File: src/rtl/rapid_pkg.sv
// Shared types for the rapid pipeline: memory-stage state/fault enums, the
// control bundle handed between stages, and the load/store width encodings.
package rapid_pkg;

    typedef enum logic [1:0] {
        MEM_IDLE   = 2'b00,
        MEM_ACCESS = 2'b01,
        MEM_DONE   = 2'b10
    } MEM_state_t;

    typedef enum logic [1:0] {
        FAULT_NONE       = 2'b00,
        FAULT_MISALIGNED = 2'b01,
        FAULT_ILLEGAL    = 2'b10,
        FAULT_TIMEOUT    = 2'b11
    } mem_fault_t;

    // Width encodings carried in fcs_opcode; loads and stores share the low codes.
    localparam logic [2:0] LB  = 3'b000;
    localparam logic [2:0] LH  = 3'b001;
    localparam logic [2:0] LW  = 3'b010;
    localparam logic [2:0] LBU = 3'b100;
    localparam logic [2:0] LHU = 3'b101;
    localparam logic [2:0] SB  = 3'b000;
    localparam logic [2:0] SH  = 3'b001;
    localparam logic [2:0] SW  = 3'b010;

    typedef struct packed {
        logic       mem;
        logic       iop;
        logic [2:0] fcs_opcode;
        logic       reg_write;
        logic [4:0] rd_addr;
    } control_s;

    function automatic control_s control_s_default();
        control_s c;
        c.mem        = 1'b0;
        c.iop        = 1'b0;
        c.fcs_opcode = 3'b000;
        c.reg_write  = 1'b0;
        c.rd_addr    = 5'd0;
        return c;
    endfunction

    function automatic mem_fault_t mem_check_fault(input logic       is_store,
                                                   input logic [2:0] funct,
                                                   input logic [1:0] addr_lo);
        mem_fault_t f;
        f = FAULT_NONE;
        if (is_store) begin
            if (funct >= 3'b011)
                f = FAULT_ILLEGAL;
            else if ((funct == SH && addr_lo[0]) || (funct == SW && addr_lo != 2'b00))
                f = FAULT_MISALIGNED;
        end else begin
            if (funct == 3'b011 || funct == 3'b110 || funct == 3'b111)
                f = FAULT_ILLEGAL;
            else if (((funct == LH || funct == LHU) && addr_lo[0]) ||
                     (funct == LW && addr_lo != 2'b00))
                f = FAULT_MISALIGNED;
        end
        return f;
    endfunction

endpackage

File: src/rtl/mem_access_stage_lane_align.sv
// Combinational byte-lane steering: store strobes/replicated data and
// load extraction with sign or zero extension. Also intended for the cache.
module mem_lane_align
    import rapid_pkg::*;
(
    input  logic [2:0]  st_funct,
    input  logic [1:0]  st_addr_lo,
    input  logic [31:0] st_data,
    output logic [3:0]  st_wstrb,
    output logic [31:0] st_wdata,
    input  logic [2:0]  ld_funct,
    input  logic [1:0]  ld_addr_lo,
    input  logic [31:0] ld_rdata,
    output logic [31:0] ld_data
);

    logic [7:0]  lane_byte;
    logic [15:0] lane_half;

    always_comb begin
        st_wstrb = 4'b0000;
        st_wdata = 32'd0;
        case (st_funct)
            SB: begin
                st_wstrb = 4'b0001 << st_addr_lo;
                st_wdata = {4{st_data[7:0]}};
            end
            SH: begin
                st_wstrb = st_addr_lo[1] ? 4'b1100 : 4'b0011;
                st_wdata = {2{st_data[15:0]}};
            end
            SW: begin
                st_wstrb = 4'b1111;
                st_wdata = st_data;
            end
            default: ;
        endcase
    end

    always_comb begin
        lane_byte = ld_rdata[{ld_addr_lo, 3'b000} +: 8];
        lane_half = ld_rdata[{ld_addr_lo[1], 4'b0000} +: 16];
        ld_data   = 32'd0;
        case (ld_funct)
            LB:      ld_data = {{24{lane_byte[7]}}, lane_byte};
            LH:      ld_data = {{16{lane_half[15]}}, lane_half};
            LW:      ld_data = ld_rdata;
            LBU:     ld_data = {24'd0, lane_byte};
            LHU:     ld_data = {16'd0, lane_half};
            default: ld_data = 32'd0;
        endcase
    end

endmodule

File: src/rtl/mem_access_stage.sv
// Memory-access pipeline stage: one outstanding req/ack data-bus transaction
// per accepted bundle, with fault detection, ack timeout and a one-cycle WB pulse.
module mem_access_stage
    import rapid_pkg::*;
#(
    parameter int XLEN        = 32,
    parameter int ACK_TIMEOUT = 255
) (
    input  logic            i_clk,
    input  logic            i_reset_n,
    input  logic            i_ex_done,
    input  control_s        i_control_signal,
    input  logic [XLEN-1:0] i_rd_output,
    input  logic [XLEN-1:0] i_rs2,
    output logic            o_mem_ready,
    output logic            o_dmem_req,
    output logic            o_dmem_we,
    output logic [XLEN-1:0] o_dmem_addr,
    output logic [XLEN-1:0] o_dmem_wdata,
    output logic [3:0]      o_dmem_wstrb,
    input  logic            i_dmem_ack,
    input  logic [XLEN-1:0] i_dmem_rdata,
    output logic            o_wb_valid,
    output logic [XLEN-1:0] o_wb_data,
    output control_s        o_control_signal,
    output mem_fault_t      o_fault
);

    localparam logic [9:0] TIMEOUT_LIMIT = 10'(ACK_TIMEOUT);

    MEM_state_t      state_q, state_d;
    logic [9:0]      cnt_q, cnt_d;
    logic            req_q, req_d;
    logic            we_q, we_d;
    logic [XLEN-1:0] addr_q, addr_d;
    logic [XLEN-1:0] wdata_q, wdata_d;
    logic [3:0]      wstrb_q, wstrb_d;
    logic [1:0]      addr_lo_q, addr_lo_d;
    logic            wb_valid_q, wb_valid_d;
    logic [XLEN-1:0] wb_data_q, wb_data_d;
    control_s        ctrl_q, ctrl_d;
    mem_fault_t      fault_q, fault_d;

    logic [3:0]      st_wstrb;
    logic [31:0]     st_wdata;
    logic [31:0]     ld_data;
    mem_fault_t      accept_fault;

    mem_lane_align u_lane_align (
        .st_funct   (i_control_signal.fcs_opcode),
        .st_addr_lo (i_rd_output[1:0]),
        .st_data    (i_rs2),
        .st_wstrb   (st_wstrb),
        .st_wdata   (st_wdata),
        .ld_funct   (ctrl_q.fcs_opcode),
        .ld_addr_lo (addr_lo_q),
        .ld_rdata   (i_dmem_rdata),
        .ld_data    (ld_data)
    );

    assign accept_fault = mem_check_fault(i_control_signal.iop,
                                          i_control_signal.fcs_opcode,
                                          i_rd_output[1:0]);

    always_comb begin
        state_d    = state_q;
        cnt_d      = cnt_q;
        req_d      = req_q;
        we_d       = we_q;
        addr_d     = addr_q;
        wdata_d    = wdata_q;
        wstrb_d    = wstrb_q;
        addr_lo_d  = addr_lo_q;
        wb_valid_d = 1'b0;
        wb_data_d  = wb_data_q;
        ctrl_d     = ctrl_q;
        fault_d    = fault_q;
        case (state_q)
            MEM_IDLE: begin
                if (i_ex_done) begin
                    ctrl_d    = i_control_signal;
                    addr_lo_d = i_rd_output[1:0];
                    cnt_d     = 10'd0;
                    fault_d   = FAULT_NONE;
                    wb_data_d = '0;
                    if (!i_control_signal.mem) begin
                        state_d   = MEM_DONE;
                        wb_data_d = i_rd_output;
                    end else if (accept_fault != FAULT_NONE) begin
                        state_d = MEM_DONE;
                        fault_d = accept_fault;
                    end else begin
                        state_d = MEM_ACCESS;
                        req_d   = 1'b1;
                        we_d    = i_control_signal.iop;
                        addr_d  = {i_rd_output[XLEN-1:2], 2'b00};
                        wdata_d = i_control_signal.iop ? st_wdata : '0;
                        wstrb_d = i_control_signal.iop ? st_wstrb : 4'b0000;
                    end
                end
            end
            MEM_ACCESS: begin
                cnt_d = cnt_q + 10'd1;
                // Ack wins over a timeout landing on the same edge.
                if (i_dmem_ack && req_q) begin
                    state_d   = MEM_DONE;
                    wb_data_d = ctrl_q.iop ? '0 : ld_data;
                end else if (cnt_d == TIMEOUT_LIMIT) begin
                    state_d   = MEM_DONE;
                    fault_d   = FAULT_TIMEOUT;
                    wb_data_d = '0;
                end
                if (state_d == MEM_DONE) begin
                    req_d   = 1'b0;
                    we_d    = 1'b0;
                    addr_d  = '0;
                    wdata_d = '0;
                    wstrb_d = 4'b0000;
                end
            end
            MEM_DONE: begin
                wb_valid_d = 1'b1;
                state_d    = MEM_IDLE;
            end
            default: state_d = MEM_IDLE;
        endcase
    end

    always_ff @(posedge i_clk or negedge i_reset_n) begin
        if (!i_reset_n) begin
            state_q    <= MEM_IDLE;
            cnt_q      <= 10'd0;
            req_q      <= 1'b0;
            we_q       <= 1'b0;
            addr_q     <= '0;
            wdata_q    <= '0;
            wstrb_q    <= 4'b0000;
            addr_lo_q  <= 2'b00;
            wb_valid_q <= 1'b0;
            wb_data_q  <= '0;
            ctrl_q     <= control_s_default();
            fault_q    <= FAULT_NONE;
        end else begin
            state_q    <= state_d;
            cnt_q      <= cnt_d;
            req_q      <= req_d;
            we_q       <= we_d;
            addr_q     <= addr_d;
            wdata_q    <= wdata_d;
            wstrb_q    <= wstrb_d;
            addr_lo_q  <= addr_lo_d;
            wb_valid_q <= wb_valid_d;
            wb_data_q  <= wb_data_d;
            ctrl_q     <= ctrl_d;
            fault_q    <= fault_d;
        end
    end

    assign o_mem_ready      = (state_q == MEM_IDLE);
    assign o_dmem_req       = req_q;
    assign o_dmem_we        = we_q;
    assign o_dmem_addr      = addr_q;
    assign o_dmem_wdata     = wdata_q;
    assign o_dmem_wstrb     = wstrb_q;
    assign o_wb_valid       = wb_valid_q;
    assign o_wb_data        = wb_data_q;
    assign o_control_signal = ctrl_q;
    assign o_fault          = fault_q;

endmodule

File: config.mk
export PLATFORM = sky130hd
export DESIGN_NAME = mem_access_stage
export DESIGN_NICKNAME = d
export VERILOG_FILES = /design/src/rtl/rapid_pkg.sv /design/src/rtl/mem_access_stage_lane_align.sv /design/src/rtl/mem_access_stage.sv
export SDC_FILE = /design/constraint.sdc
export NUM_CORES = 1
export LEC_CHECK = 0
export ABC_CLOCK_PERIOD_IN_PS = 3000
export CORE_ASPECT_RATIO = 2
export CORE_MARGIN = 4
export CORE_UTILIZATION = 45
export DETAILED_ROUTE_END_ITERATION = 12
export GPL_ROUTABILITY_DRIVEN = 0
export PLACE_DENSITY = 0.81
export SLEW_MARGIN = 25
export SYNTH_ARGS = -nofsm -noshare
export SYNTH_HDL_FRONTEND = slang
export SYNTH_SLANG_ARGS = --single-unit
File: constraint.sdc
create_clock -name i_clk -period 3 [get_ports i_clk]
set_clock_uncertainty 0.15 [all_clocks]
set_input_delay 0.75 -clock i_clk [delete_from_list [all_inputs] [get_ports i_clk]]
set_output_delay 0.75 -clock i_clk [all_outputs]
set_load 0.01 [all_outputs]
==> flow_summary.json <==
{
  "yosysWarnings": 0,
  "slew-limit-headroom_pct": 40.5,
  "status": "complete, no violations",
  "hold_path_class": "input pin to asynchronous set/reset pin",
  "placed_cell_area_sq_mm": 0.00873,
  "power_density_mw_per_mm2": 902,
  "core_area_sq_mm": 0.0135,
  "ant_nets": 0,
  "worstSetupStartpointType": "flop",
  "die_area_sq_mm": 0.0158,
  "fmax_mhz": 354,
  "grt_max_degree": 62,
  "synthXorXnorAreaFrac_pct": 0.424,
  "routed_wl_mm": 21.3,
  "yosysTopAreaCell": "dfrtp_1",
  "synth_edf_count": 0,
  "final_hold_viol_count": 0,
  "grt_first_pass_wirelength_mm": 33.9,
  "yosysSeqAreaShare_pct": 51.7,
  "crit_required_ns": 3.13,
  "pwr-share-clk_pct": 23.5,
  "swShare_pct": 33.8,
  "finalSetupViolations": 0,
  "finalSetupTns_ns": 0,
  "area_growth_pct": 50.0,
  "period_needed_ns": 2.82,
  "globalRouteOverflowTotal": 0,
  "synthMuxAreaShare_pct": 9.81,
  "drc": 0,
  "cts-root-buf": "clkbuf_16",
  "async_flop_share_pct": 100,
  "synth_fa_ha_area_share_pct": 0.404,
  "p_total_mw": 8.39,
  "io_pins": 228,
  "pwr-share-comb_pct": 43.1,
  "mostFrequentLayoutCells": "224 x clkdlybuf4s50_1, 128 x dfrtp_1, 63 x nand2_1",
  "synth_compound_area_share_pct": 23.2,
  "synthSimpleGateAreaFrac_pct": 10.1,
  "clk_latency_ns": 0.40,
  "fin_crit_sh_pct": 94.1,
  "cts_num_sinks": 128,
  "fin_util_pct": 68.9,
  "die_w_microns": 91.0,
  "ys.flop_type": "dfrtp_1",
  "row_count": 60,
  "wl_per_cell_microns": 21.9,
  "cts_post_setup_buffers_inserted": 0,
  "first_iter_violations": 287,
  "path_class": "flop to flop",
  "clockBufferDepth": 2,
  "p_switching_mw": 2.84,
  "power.internal_mw": 5.55,
  "yosysTopAreaCellShare_pct": 51.7,
  "power_frac_seq_pct": 33.4,
  "clk_pin_slew_worst_paths_ns": 0.06,
  "dp_cells": 940,
  "vias": 5825,
  "cpPeakStageDelay_ns": 0.58,
  "cap_violations": 0,
  "leakage_nw": 4.03,
  "final_layout_size_suffix_gt1_share_pct": 15.9,
  "critical_path_peak_fanout": 32,
  "worst_pin_slew_ns": 0.891,
  "hold_buffers": 0,
  "track_usage_pct": 27.3,
  "viasPerCell": 5.99,
  "synthTopCellsByArea": "dfrtp_1 52%, mux2_2 9.3%, a22o_1 8.3%",
  "nets": 917,
  "io_buffers": 225,
  "stdcell_area_sq_mm": 0.00930,
  "initial_utilization_pct": 45.9,
  "dr.pass1.iters": 5,
  "final_cells": 972,
  "layout_commonest_cell": "clkdlybuf4s50_1",
  "antennaDiodeCount": 0,
  "syn_area_sq_mm": 0.00620,
  "peakVddDrop_uv": 478,
  "synth_seq_cells": 128,
  "crit_chain": "ha_1 -> nand3_2 -> nor2_1 -> xnor2_1 -> or4_4 -> a31oi_4 -> buf_12 -> mux2_2",
  "critical_path.slowest_cell": "or4_4",
  "cts.htree.levels": 4,
  "synth_top_family_by_area": "compound AO/OA/AOI/OAI gates",
  "rsz0062_at_grt": "false",
  "critPathCaptureType": "flop",
  "cts_tree": "built",
  "post_cts_resized": 0,
  "syn_area_per_cell_sq_um": 10.8,
  "synthesis.instances": 572,
  "cts_buffers": 17,
  "grt_pass1_vias": 6189,
  "slew_viol_final": 0,
  "synth_cell_types": 50,
  "arrival_ns": 2.95,
  "dp_hpwl_mm": 15.9,
  "die-height_microns": 174,
  "antenna_found_initial": 0
}
stage by stage:
stage,setup slack (ns),hold WS [ns]
floorplan,0.340,0.304
global placement,0.0495,0.319
detailed placement,-0.0217,0.316
CTS,0.185,0.176
global route,0.0565,0.198
finish,0.178,0.160
registers in the layout, summed over array words and instances (netlist names):
name,cells
addr_lo_q,2
cnt_q,10
o_control_signal,11
o_dmem_addr,30
o_dmem_req,1
o_dmem_wdata,32
o_dmem_we,1
o_dmem_wstrb,4
o_fault,2
o_wb_data,32
o_wb_valid,1
state_q,2
cell usage after synthesis, types with 2 or more instances:
master     instances
dfrtp_1          128
nand2_1           63
a22o_1            59
o21ai_0           52
mux2_2            51
a21oi_1           36
clkbuf_1          27
nor2_1            20
nor2b_1           17
a22oi_1           16
o2bb2ai_1          9
a221oi_1           8
a222oi_1           7
buf_6              7
inv_1              7
buf_1              5
buf_4              4
nand2b_1           4
nor3_1             4
o31ai_1            4
and2_1             3
buf_2              3
nand4_1            3
a21o_1             2
a31oi_1            2
ha_1               2
nand2b_4           2
nand3_2            2
o21ai_1            2
o31a_1             2
xnor2_1            2
final timing paths:
| check | slack (ns) | start | to | cells after the start |
|---|---|---|---|---|
| max in group asynchronous | 1.83 | i_reset_n | o_wb_data[21] | 2 |
| max | 0.18 | cnt_q[0] | o_wb_data[22] | 8 |
| min | 0.16 | i_reset_n | o_dmem_addr[26] | 1 |
| min in group i_clk | 0.34 | o_dmem_wdata[19] | o_dmem_wdata[19] | 1 |
| min reg2reg | 0.34 | o_dmem_wdata[19] | o_dmem_wdata[19] | 1 |
| max reg2reg | 0.18 | cnt_q[0] | o_wb_data[22] | 8 |
power groups by stage:
| stage | registers [mW] | logic, mW | clock network [mW] |
|---|---|---|---|
| after floorplan | 2.99 | 1.43 | 0 |
| after global placement | 2.78 | 3.54 | 0 |
| after detailed placement | 2.81 | 3.61 | 0 |
| after CTS | 2.80 | 3.64 | 2.01 |
| after global routing | 2.90 | 3.84 | 2.08 |
| final | 2.80 | 3.62 | 1.97 |
kinds of logic (layout without fill, tap and decap cells):
| kind of cell | count (synthesis) | in the layout |
|---|---|---|
| compound gates | 204 | 204 |
| flops | 128 | 128 |
| simple gates | 128 | 128 |
| mux | 53 | 53 |
| buf+inv | 53 | 297 |
| xor+xnor | 3 | 3 |
| fa+ha+maj | 2 | 2 |
| other cells | 1 | 2 |
routing by layer:
layer	part of all wire [%]	track usage [%]	up-vias	routed length, microns
met3	5.7	4.98	81	1200
met1	33	28.3	2828	7080
met5	0	0	-	0
li1	-	-	2592	-
met4	6.4	16.1	0	1370
met2	55	50.3	324	11600
layout make-up:
type | count | area (sq um)
Fill cell | 989 | 4210
Sequential cell | 128 | 3200
Multi-Input combinational cell | 392 | 2750
Timing Repair Buffer | 258 | 2560
Clock buffer | 19 | 443
Tap cell | 155 | 194
Clock inverter | 13 | 126
Inverter | 7 | 26.3
critical path: cells and delay by family (launching register included):
| family | cells | cell delay, ns |
|---|---|---|
| AND/OR/NAND/NOR | 3 | 0.85 |
| flip-flops | 1 | 0.43 |
| multiplexers | 1 | 0.37 |
| adder cells (fa/ha/maj) | 1 | 0.30 |
| AO/OA/AOI/OAI | 1 | 0.23 |
| buffers and inverters | 1 | 0.23 |
| XOR/XNOR | 1 | 0.11 |
Note: power is estimated with default switching activity, not from simulation.
